## src/rtl/demux_pkg.sv

```systemverilog
// Shared constants for the buffered 1-to-3 demultiplexer: select encodings
// and error-counter sizing.
package demux_pkg;

  localparam logic [1:0] SEL_A   = 2'd0;
  localparam logic [1:0] SEL_B   = 2'd1;
  localparam logic [1:0] SEL_C   = 2'd2;
  localparam logic [1:0] SEL_BAD = 2'd3;

  localparam int              ERR_W   = 8;
  localparam logic [ERR_W-1:0] ERR_MAX = 8'hFF;

endpackage

```

## src/rtl/demux1_3_buf_sync_fifo.sv

```systemverilog
// First-word fall-through synchronous FIFO with occupancy count; one per
// output channel of demux1_3_buf.
module sync_fifo #(
  parameter int WIDTH = 8,
  parameter int DEPTH = 2
) (
  input  logic             clk,
  input  logic             rst_n,
  input  logic             push,
  input  logic             pop,
  input  logic [WIDTH-1:0] wr_data,
  output logic [WIDTH-1:0] rd_data,
  output logic             full,
  output logic             empty
);

  localparam int AW = (DEPTH > 1) ? $clog2(DEPTH) : 1;
  localparam int CW = $clog2(DEPTH + 1);

  logic [WIDTH-1:0] mem [DEPTH];
  logic [AW-1:0]    wr_ptr, rd_ptr;
  logic [CW-1:0]    count;
  logic             do_push, do_pop;

  assign full    = (count == CW'(DEPTH));
  assign empty   = (count == '0);
  assign do_push = push & ~full;
  assign do_pop  = pop & ~empty;
  assign rd_data = mem[rd_ptr];

  // DEPTH is a power of two, so the pointers wrap by natural overflow.
  always_ff @(posedge clk) begin
    if (!rst_n) begin
      // NOTE: the storage is cleared on reset so the head data reads 0 until
      // the first write; drop this loop if reset-free RAM is ever needed.
      for (int i = 0; i < DEPTH; i++) mem[i] <= '0;
      wr_ptr <= '0;
      rd_ptr <= '0;
      count  <= '0;
    end else begin
      // NOTE: non-blocking assignments let every register sample the
      // pre-edge values, so push and pop in one cycle see the same count.
      if (do_push) begin
        mem[wr_ptr] <= wr_data;
        wr_ptr      <= wr_ptr + AW'(1);
      end
      if (do_pop) rd_ptr <= rd_ptr + AW'(1);
      case ({do_push, do_pop})
        2'b10:   count <= count + CW'(1);
        2'b01:   count <= count - CW'(1);
        default: count <= count;
      endcase
    end
  end

endmodule

```

## src/rtl/demux1_3_buf.sv

```systemverilog
// Buffered 1-to-3 stream demultiplexer: steers each beat into one of three
// independently back-pressured FIFOs; select 3 drops the beat and counts it.
module demux1_3_buf
  import demux_pkg::*;
#(
  parameter int WIDTH = 8,
  parameter int DEPTH = 2
) (
  input  logic             clk,
  input  logic             rst_n,
  input  logic [WIDTH-1:0] in_data,
  input  logic [1:0]       in_sel,
  input  logic             in_valid,
  output logic             in_ready,
  output logic [WIDTH-1:0] out_data_a,
  output logic [WIDTH-1:0] out_data_b,
  output logic [WIDTH-1:0] out_data_c,
  output logic             out_valid_a,
  output logic             out_valid_b,
  output logic             out_valid_c,
  input  logic             out_ready_a,
  input  logic             out_ready_b,
  input  logic             out_ready_c,
  output logic [ERR_W-1:0] err_cnt,
  output logic             err_pulse
);

  logic [2:0]       push, pop, full, empty;
  logic [WIDTH-1:0] head [3];
  logic             accept, drop;

  // in_ready looks only at fullness, never at out_ready, so a full FIFO
  // cannot take a beat even if its consumer pops in the same cycle.
  always_comb begin
    // NOTE: defaults first so every path assigns every output; otherwise
    // the incomplete case would infer latches.
    in_ready = 1'b1;
    case (in_sel)
      SEL_A:   in_ready = ~full[0];
      SEL_B:   in_ready = ~full[1];
      SEL_C:   in_ready = ~full[2];
      default: in_ready = 1'b1;
    endcase
  end

  assign accept = in_valid & in_ready;
  assign drop   = accept & (in_sel == SEL_BAD);

  always_comb begin
    push = '0;
    case (in_sel)
      SEL_A:   push[0] = accept;
      SEL_B:   push[1] = accept;
      SEL_C:   push[2] = accept;
      default: push    = '0;
    endcase
  end

  assign pop = ~empty & {out_ready_c, out_ready_b, out_ready_a};

  for (genvar g = 0; g < 3; g++) begin : g_ch
    sync_fifo #(
      .WIDTH (WIDTH),
      .DEPTH (DEPTH)
    ) u_fifo (
      .clk     (clk),
      .rst_n   (rst_n),
      .push    (push[g]),
      .pop     (pop[g]),
      .wr_data (in_data),
      .rd_data (head[g]),
      .full    (full[g]),
      .empty   (empty[g])
    );
  end

  assign out_data_a  = head[0];
  assign out_data_b  = head[1];
  assign out_data_c  = head[2];
  assign out_valid_a = ~empty[0];
  assign out_valid_b = ~empty[1];
  assign out_valid_c = ~empty[2];

  always_ff @(posedge clk) begin
    if (!rst_n) begin
      err_cnt   <= '0;
      err_pulse <= 1'b0;
    end else begin
      err_pulse <= drop;
      if (drop && (err_cnt != ERR_MAX)) err_cnt <= err_cnt + ERR_W'(1);
    end
  end

endmodule

```

## config.mk

```make
export PLATFORM = sky130hd
export DESIGN_NAME = demux1_3_buf
export DESIGN_NICKNAME = d
export VERILOG_FILES = /design/src/rtl/demux_pkg.sv /design/src/rtl/demux1_3_buf_sync_fifo.sv /design/src/rtl/demux1_3_buf.sv
export SDC_FILE = /design/constraint.sdc
export NUM_CORES = 1
export LEC_CHECK = 0
export CORE_MARGIN = 10
export CORE_UTILIZATION = 25
export CTS_BUF_LIST = sky130_fd_sc_hd__clkbuf_16
export CTS_CLUSTER_DIAMETER = 40
export DETAILED_ROUTE_END_ITERATION = 10
export PLACE_DENSITY_LB_ADDON = 0.3
export SLEW_MARGIN = 20
export SYNTH_ARGS = -nofsm -noshare
export SYNTH_HDL_FRONTEND = slang
export SYNTH_HIERARCHICAL = 1
export SYNTH_SLANG_ARGS = --single-unit
```

## constraint.sdc

```tcl
create_clock -name clk -period 4.25 [get_ports clk]
set_input_delay 1.275 -clock clk [delete_from_list [all_inputs] [get_ports clk]]
set_output_delay 1.275 -clock clk [all_outputs]
set_load 0.02 [all_outputs]
```

# [Word-level counts from Yosys, hierarchy flattened]
# Memories as Yosys holds them, arrays and structs flattened. A register that Yosys moved wholly into a read port is not among the register bits.
# Index checks and enable logic that the tools add are counted.
[totals] ff_bits=21 ramBits=48 inputBits=16 out_inout_bits=37 mem_count=3
[classes] n_addsub=13 eq_ne=13 n_mux=32 n_bitwise=16 n_reduce_logical=11
[memory_table] memory="g_ch[0].u_fifo.mem" depth=2 word_bits=8 rd=1 rd_clocked_by_memory_dff=1 write_ports=2 line_no="demux1_3_buf_sync_fifo.sv:20" source="logic [WIDTH-1:0] mem [DEPTH];"
[memory_table] memory="g_ch[1].u_fifo.mem" depth=2 word_bits=8 rd=1 rd_clocked_by_memory_dff=1 write_ports=2 line_no="demux1_3_buf_sync_fifo.sv:20"
[memory_table] memory="g_ch[2].u_fifo.mem" depth=2 word_bits=8 rd=1 rd_clocked_by_memory_dff=1 write_ports=2 line_no="demux1_3_buf_sync_fifo.sv:20"
[op_table] cell="$mux 1" count=25
[op_table] cell="$mux 8" count=3
[op_table] cell="$reduce_or 8->1" count=3
[op_table] cell="$eq 2x2->1 const B" count=8
[op_table] cell="$pmux 2 s2" count=3
[op_table] cell="$add 8x1->8 const B" count=1
[op_table] cell="$and 1x1->1" count=8
[op_table] cell="$eq 2x1->1 const B" count=4
[op_table] cell="$logic_not 2->1" count=4
[op_table] cell="$ne 8x8->1 const B" count=1
[op_table] cell="$add 1x1->1 const B" count=6
[op_table] cell="$add 2x1->2 const B" count=3
[op_table] cell="$not 1->1" count=6
[op_table] cell="$reduce_bool 2->1" count=3
[op_table] cell="$sub 2x1->2 const B" count=3
[op_table] cell="$and 3x3->3" count=1
[op_table] cell="$not 3->3" count=1
[op_table] cell="$pmux 1 s3" count=1
[op_table] cell="$logic_and 1x1->1" count=1

# [Logic depth before layout (Yosys ltp)]
# Gate-level depths: netlist of run 1.
[depth] depth_word=11 mapped_depth=9

# [By module]
# The synthesis of run 1 kept the hierarchy.
[modules_own_cells] mod="sync_fifo" instances=3 cells_each=81 area_per_inst_um2=927.1 seq_area_each_um2=580.6
[modules_own_cells] mod="demux1_3_buf" instances=1 cells_each=64 area_per_inst_um2=528.0 seq_area_each_um2=180.2

# [Least setup slack after synthesis of run 1]
# Ideal clock, no wire load.
[synth_path] path_kind="input to output" from="input in_sel[1]" to="output in_ready" arrival_ps=1851 t_required_ps=2975 path_slack_ps=1124 stages=3 n_path_buf=0 path_cell_list="mux2i_1 nor2_1 a31oi_1"
[synth_between] elab_chain_len=2 elab_cells_between_ends=4 classes_between="eq/ne (2); mux (1); reduce/logical (1)"
[synth_lines] item="from (decl)" line_no="demux1_3_buf.sv:12" source="input logic [1:0] in_sel,"
[synth_lines] item="$eq 2x2->1, or another cell as far along" line_no="demux1_3_buf.sv:38" source="case (in_sel)"
[synth_lines] item="$pmux 1 s3 (*)" line_no="demux1_3_buf.sv:38"
[synth_lines] item="to (decl)" line_no="demux1_3_buf.sv:14" source="output logic in_ready,"
# Mark *: on every way between the ends. The rest lies on a longest branch, timed or not.

# [Final worst setup path of run 1]
# Same ends and word-level chain as after synthesis.

==> results of run 1 <==
## cell families after synthesis
| logic type | after synthesis | share of synthesized area |
|---|---|---|
| xor gates and xnor gates | 10 | 0.02647 |
| DFF | 72 | 0.5807 |
| AOI/OAI and AO/OA | 28 | 0.05066 |
| buffers and inverters | 24 | 0.03554 |
| and+or+nand+nor | 143 | 0.2038 |
| muxes | 26 | 0.08771 |
| adders and majority gates | 4 | 0.01512 |
## worst max-delay path, cell delays in order
cell	delay (ns)
clkdlybuf4s50_1	0.51
mux2i_1	0.19
nor2_1	0.05
a31oi_1	0.14
clkdlybuf4s50_1	0.63
## area by class of cell
type,count,area [sq um],share of cell area
Clock inverter,7,88.84,0.02051
Timing Repair Buffer,56,550.5,0.1271
Clock buffer,9,225.2,0.05201
Tap cell,172,215.2,0.04970
Multi-Input combinational cell,211,1276,0.2947
Inverter,14,52.55,0.01214
Sequential cell,72,1922,0.4438
## synth_stat cells (2+ instances only)
library cell / instances / area (sq um)
buf_2: 4 / 20.02
nor2b_1: 3 / 18.77
xor2_1: 3 / 26.28
nand2_1: 40 / 150.1
o21a_1: 3 / 22.52
clkbuf_1: 3 / 11.26
nor3_1: 3 / 15.01
xnor2_1: 7 / 61.31
buf_6: 3 / 33.78
a21oi_1: 7 / 35.03
edfxtp_1: 48 / 1441
inv_1: 11 / 41.29
a31oi_1: 2 / 12.51
ha_1: 4 / 50.05
inv_2: 3 / 11.26
nand3_1: 10 / 50.05
mux2i_1: 2 / 20.02
dfxtp_1: 24 / 480.5
nor2_1: 64 / 240.2
mux2_2: 24 / 270.3
or3_1: 9 / 56.30
nand2b_4: 3 / 41.29
and3_1: 2 / 12.51
o21ai_0: 11 / 55.05
## registers in the layout, summed over array words and instances (netlist names), named ones only
| name | cells |
|---|---|
| err_cnt | 8 |
| g_ch.u_fifo/count | 6 |
| g_ch.u_fifo/mem | 48 |
| err_pulse | 1 |
| g_ch.u_fifo/rd_ptr | 3 |
| g_ch.u_fifo/wr_ptr | 3 |
## metal layers
| layer | up-vias | share of wire |
|---|---|---|
| met2 | 72 | 0.46 |
| li1 | 1176 | - |
| met4 | 0 | 0.0061 |
| met1 | 1100 | 0.47 |
| met3 | 4 | 0.066 |
| met5 | - | 0 |
## layout by cell type (no fill, tap or decap), drive strengths merged, types with 7 or more instances in the layout
master	Yosys	layout
nor2	64	64
clkdlybuf4s50	0	52
edfxtp	48	48
nand2	40	40
dfxtp	24	24
mux2	24	24
inv	14	16
o21ai	11	11
nand3	10	10
clkbuf	3	9
or3	9	9
xnor2	7	7
a21oi	7	7
## how the worst min path moves through the flow
| stage | end |
|---|---|
| finish | g_ch[0].u_fifo/rd_ptr |
| floorplan | register |
| detailed placement | register |
| global placement | g_ch[0].u_fifo/wr_ptr |
| CTS | err_cnt[6] |
| global route | err_cnt[6] |
## power breakdown
group | internal (mW) | total [mW] | switching (mW) | leakage, nW
registers | 0.773 | 0.786 | 0.0127 | 0.696
clock network | 0.509 | 0.792 | 0.283 | 0.158
logic | 0.0698 | 0.156 | 0.0865 | 0.728
## through the flow
stage	instances	hold WS (ns)	power (mW)
CTS	541	0.5186	1.755
floorplan	307	0.4809	0.8862
global placement	525	0.4946	0.9563
detailed placement	525	0.5001	0.9600
global route	541	0.5354	1.797
finish	541	0.5147	1.734
==> results.py, run 1 <==
metrics = {
    "status": {
        "status": "finished, final reports clean",
    },
    "floorplanning": {
        "design.die.area_sq_mm": 0.01824,
        "die_w_um": 135.1,
        "die_y_um": 135.1,
        "io_pins": 53,
        "start_util": 0.2591,
        "core_area_sq_mm": 0.01277,
        "rows": 41,
    },
    "min_path": {
        "min_from": "g_ch[0].u_fifo/rd_ptr",
        "holdPathStages": 2,
        "hp-class": "register to register",
    },
    "clock_network": {
        "ctsResizeCount": 0,
        "h-tree-depth": 3,
        "post-cts-setup-buffer-count": 0,
        "insertion_delay_ns": 0.33,
        "cts_buffer_depth": 2,
        "cts_hold_buf": 0,
        "root_buffer": "clkbuf_16",
        "tritoncts": "done",
        "clock_sinks": 72,
        "clkTransAtPathRegs_ns": 0.05,
        "cts_buffers": 9,
    },
    "route": {
        "wl_per_cell_um": 14.48,
        "drc": 0,
        "viasPerCell": 4.348,
        "vias": 2352,
        "wl_mm": 7.831,
        "drt-initial-drc-count": 181,
        "ant_nets": 0,
        "first_pass_iters": 4,
    },
    "placement": {
        "dp_worst_setup_slack_ns": 0.1692,
        "globalplace.congestion": 0.7727,
        "port_buffers": 52,
        "dpl-instance-area_sq_mm": 0.004016,
        "hpwlAfterDp_mm": 5.738,
    },
    "worst_setup_path": {
        "cp-start-kind": "input port",
        "reg2reg_from": "g_ch[0].u_fifo/count[0]",
        "reg2regPathDepth": 7,
        "cp_max_fo": 2,
        "end_kind": "output port",
        "critical_path_class": "input port to output port",
        "rr_endpoint": "g_ch[0].u_fifo/mem[0][7]",
        "arrival_ns": 2.80,
        "cp.required_ns": 2.97,
        "crit_start": "in_sel[1]",
        "r2r_slack_ns": 1.98,
        "crit_path_end": "in_ready",
    },
    "synth": {
        "synthCells": 307,
        "syn_avg_cell_area_sq_um": 10.78,
        "netlist_area_sq_mm": 0.003309,
        "ys_seq_elements": 72,
        "synth-async-reset-ratio": 0,
        "seq_area_frac_synth": 0.5807,
        "synthesis.nets": 327,
        "ys.flop_type": "edfxtp_1",
        "ys_types": 38,
        "ys_warn_count": 6,
        "synth_edf_count": 48,
    },
    "sta": {
        "hold_viol_final": 0,
        "setup_viol": 0,
        "fmaxAchievable_mhz": 245.7,
        "tightest_slew_ns": 0.5127,
        "setup_tns_ns": 0,
        "maxSlewViolCount": 0,
        "final.min_clock_period_ns": 4.070,
        "fin_skew_ns": 0.003854,
        "slew-limit-headroom": 0.6572,
        "rsz0062_at_grt": "no",
        "post-route-period-util": 0.9577,
        "worst_slack_ns": 0.1797,
    },
    "global_route": {
        "busiest_layer": "met2",
        "grt_pass1_wl_mm": 12.56,
        "grt_max_degree": 14,
        "grtUsageMet3": 0.03116,
        "grtUsageMet1": 0.1055,
        "grt_overflow": 0,
        "grt.met2_usage": 0.1426,
        "antenna_found_initial": 0,
        "grt_pass1_vias": 2437,
        "grt_use_total": 0.08750,
    },
    "final_layout": {
        "drive_above_1_share": 0.1463,
        "stdcell_area_sq_mm": 0.004330,
        "fin_util": 0.3390,
        "syn_to_final_growth_pct": 30.85,
        "n_fill_cell": 1286,
        "nets": 384,
        "antenna_cells": 0,
    },
    "power": {
        "vdd_drop_max_uv": 164.4,
        "leakage_nw": 1.582,
        "p_per_area_mw_per_mm2": 400.4,
    },
    "run": {
        "drv_cap": 0,
    },
}
No activity file was read; power rests on OpenSTA's default activity.
==> run 2, diff against run 1 <==
- CAP_MARGIN: unset -> 20
==> results of run 2 <==
The final DEF is identical to that of run 1; final timing and power are the same.
==> run 3, diff against run 2 <==
- CORE_UTILIZATION: 25 -> 57
==> results.py, run 3 (synthesized netlist as in run 1, its figures left out) <==
metrics = {
    "status": {
        "status": "finished, final reports clean",
    },
    "floorplanning": {
        "design.die.area_sq_mm": 0.009253,
        "core_area_sq_mm": 0.005574,
        "rows": 27,
        "die_w_um": 96.20,
        "die_y_um": 96.20,
        "io_pins": 53,
        "start_util": 0.5937,
    },
    "sta": {
        "fin_skew_ns": 0.005093,
        "setup_viol": 0,
        "rsz0062_at_grt": "no",
        "final.min_clock_period_ns": 4.053,
        "hold_viol_final": 0,
        "slew-limit-headroom": 0.6137,
        "maxSlewViolCount": 0,
        "post-route-period-util": 0.9537,
        "tightest_slew_ns": 0.5714,
        "fmaxAchievable_mhz": 246.7,
        "setup_tns_ns": 0,
    },
    "placement": {
        "hpwlAfterDp_mm": 5.082,
        "port_buffers": 52,
        "globalplace.congestion": 0.8060,
        "dpl-instance-area_sq_mm": 0.003885,
    },
    "final_layout": {
        "final_common_cell": "nor2_1",
        "largest_reg_flops": 48,
        "seq_area_sq_mm": 0.001922,
        "regMostFlops": "g_ch.u_fifo/mem",
        "antenna_cells": 0,
        "syn_to_final_growth_pct": 26.58,
        "stdcell_area_sq_mm": 0.004189,
        "n_fill_cell": 374,
        "largestRegisters": "g_ch.u_fifo/mem: 48 flops, err_cnt: 8 flops, g_ch.u_fifo/count: 6 flops",
        "drive_above_1_share": 0.1355,
        "layout_common_cells": "64 x nor2_1, 52 x clkdlybuf4s50_1, 48 x edfxtp_1",
        "nets": 384,
        "multi_input_area_sq_mm": 0.001270,
    },
    "global_route": {
        "grt_pass1_wl_mm": 11.37,
        "grt_overflow": 0,
        "grt_use_total": 0.1616,
        "antenna_found_initial": 0,
        "grt_max_degree": 13,
        "grt_pass1_vias": 2399,
    },
    "worst_setup_path": {
        "cp_max_fo": 2,
        "cp-start-kind": "input port",
        "cp_slowest_stage_delay_ns": 0.62,
        "crit_start": "in_sel[1]",
        "reg2reg_from": "g_ch[0].u_fifo/count[0]",
        "crit_path_cell_trace": "clkdlybuf4s50_1 -> mux2i_1 -> nor2_1 -> a31oi_1 -> clkdlybuf4s50_1",
        "end_kind": "output port",
        "cpMostUsedCell": "clkdlybuf4s50_1",
        "arrival_ns": 2.78,
        "critical_path_class": "input port to output port",
        "crit_slowest_cell": "clkdlybuf4s50_1",
        "cp.required_ns": 2.97,
    },
    "power": {
        "p_int_mw": 1.346,
        "p_per_area_mw_per_mm2": 406.7,
        "swShare": 0.2099,
        "vdd_drop_max_uv": 317.3,
        "leakage_nw": 1.577,
        "power.switching_mw": 0.3576,
        "seq_power_share": 0.462,
        "power_frac_clock": 0.447,
        "power_frac_comb": 0.091,
    },
    "clock_network": {
        "root_buffer": "clkbuf_16",
        "clkTransAtPathRegs_ns": 0.05,
        "ctsResizeCount": 0,
        "clock_sinks": 72,
        "post-cts-setup-buffer-count": 0,
        "insertion_delay_ns": 0.33,
        "cts_buffer_depth": 2,
        "tritoncts": "done",
        "h-tree-depth": 3,
        "cts_hold_buf": 0,
        "cts_buffers": 9,
    },
    "route": {
        "ant_nets": 0,
        "vias": 2458,
        "wl_per_cell_um": 16.31,
        "wl_met3_um": 544,
        "m1WireLength_mm": 2.764,
        "first_pass_iters": 7,
        "wl_met2_mm": 3.775,
        "viasPerCell": 5.574,
        "wl_mm": 7.194,
        "drt-initial-drc-count": 172,
        "drc": 0,
        "top_layer": "met4",
    },
    "run": {
        "drv_cap": 0,
    },
    "min_path": {
        "hp-class": "register to register",
        "min_from": "err_cnt[6]",
    },
}
## run 3: cell types whose count changed in the layout (fill, tap and decap cells not counted), sizes merged
cell      change
clkinv        +1
clkinvlp      -1
## run 3: critical path: cells and delay by family
family                 cells  cell delay [ns]
buffers and inverters      2             1.12
and+or+nand+nor            1             0.05
AOI/OAI and AO/OA          1             0.14
muxes                      1             0.19
## run 3: area by class of cell
type	instances	area share
well taps	72	0.02151
clock inverters	7	0.01882
repair buffers	56	0.1314
clock buffers	9	0.05376
inverters	14	0.01254
multi-input cells	211	0.3032
flip-flops and latches	72	0.4588
## run 3: final timing paths
check	slack, ns	end	depth (start not counted)
max	0.20	in_ready	5
min	0.52	err_cnt[6]	2
max reg2reg	1.96	g_ch[0].u_fifo/mem[0][1]	6
min reg2reg	0.52	err_cnt[6]	2
## run 3: power by group through the flow
| stage | Clock [mW] | Combinational [mW] | Sequential [mW] |
|---|---|---|---|
| after floorplan | 0 | 0.0887 | 0.798 |
| after global placement | 0 | 0.151 | 0.799 |
| after detailed placement | 0 | 0.154 | 0.801 |
| after CTS | 0.772 | 0.156 | 0.787 |
| after global routing | 0.807 | 0.165 | 0.790 |
| final | 0.762 | 0.155 | 0.787 |
## run 3: stage by stage
| stage | total power [mW] | std cells | util | hold slack, ns | setup WS (ns) |
|---|---|---|---|---|---|
| 2_1_floorplan | 0.8862 | 307 | - | 0.4809 | 1.124 |
| 3_3_place_gp | 0.9502 | 425 | 0.6970 | 0.4937 | 0.2115 |
| 3_5_place_dp | 0.9554 | 425 | 0.6970 | 0.5105 | 0.1800 |
| 4_1_cts | 1.715 | 441 | 0.7515 | 0.5206 | 0.1796 |
| 5_1_grt | 1.762 | 441 | 0.7515 | 0.5611 | 0.1239 |
| 6_report | 1.704 | 441 | 0.7515 | 0.5205 | 0.1967 |
## run 3: layer usage
layer,global-route usage,up-vias
met5,0,-
met4,0.07125,0
met3,0.04358,8
met2,0.2853,97
met1,0.1776,1173
li1,-,1180
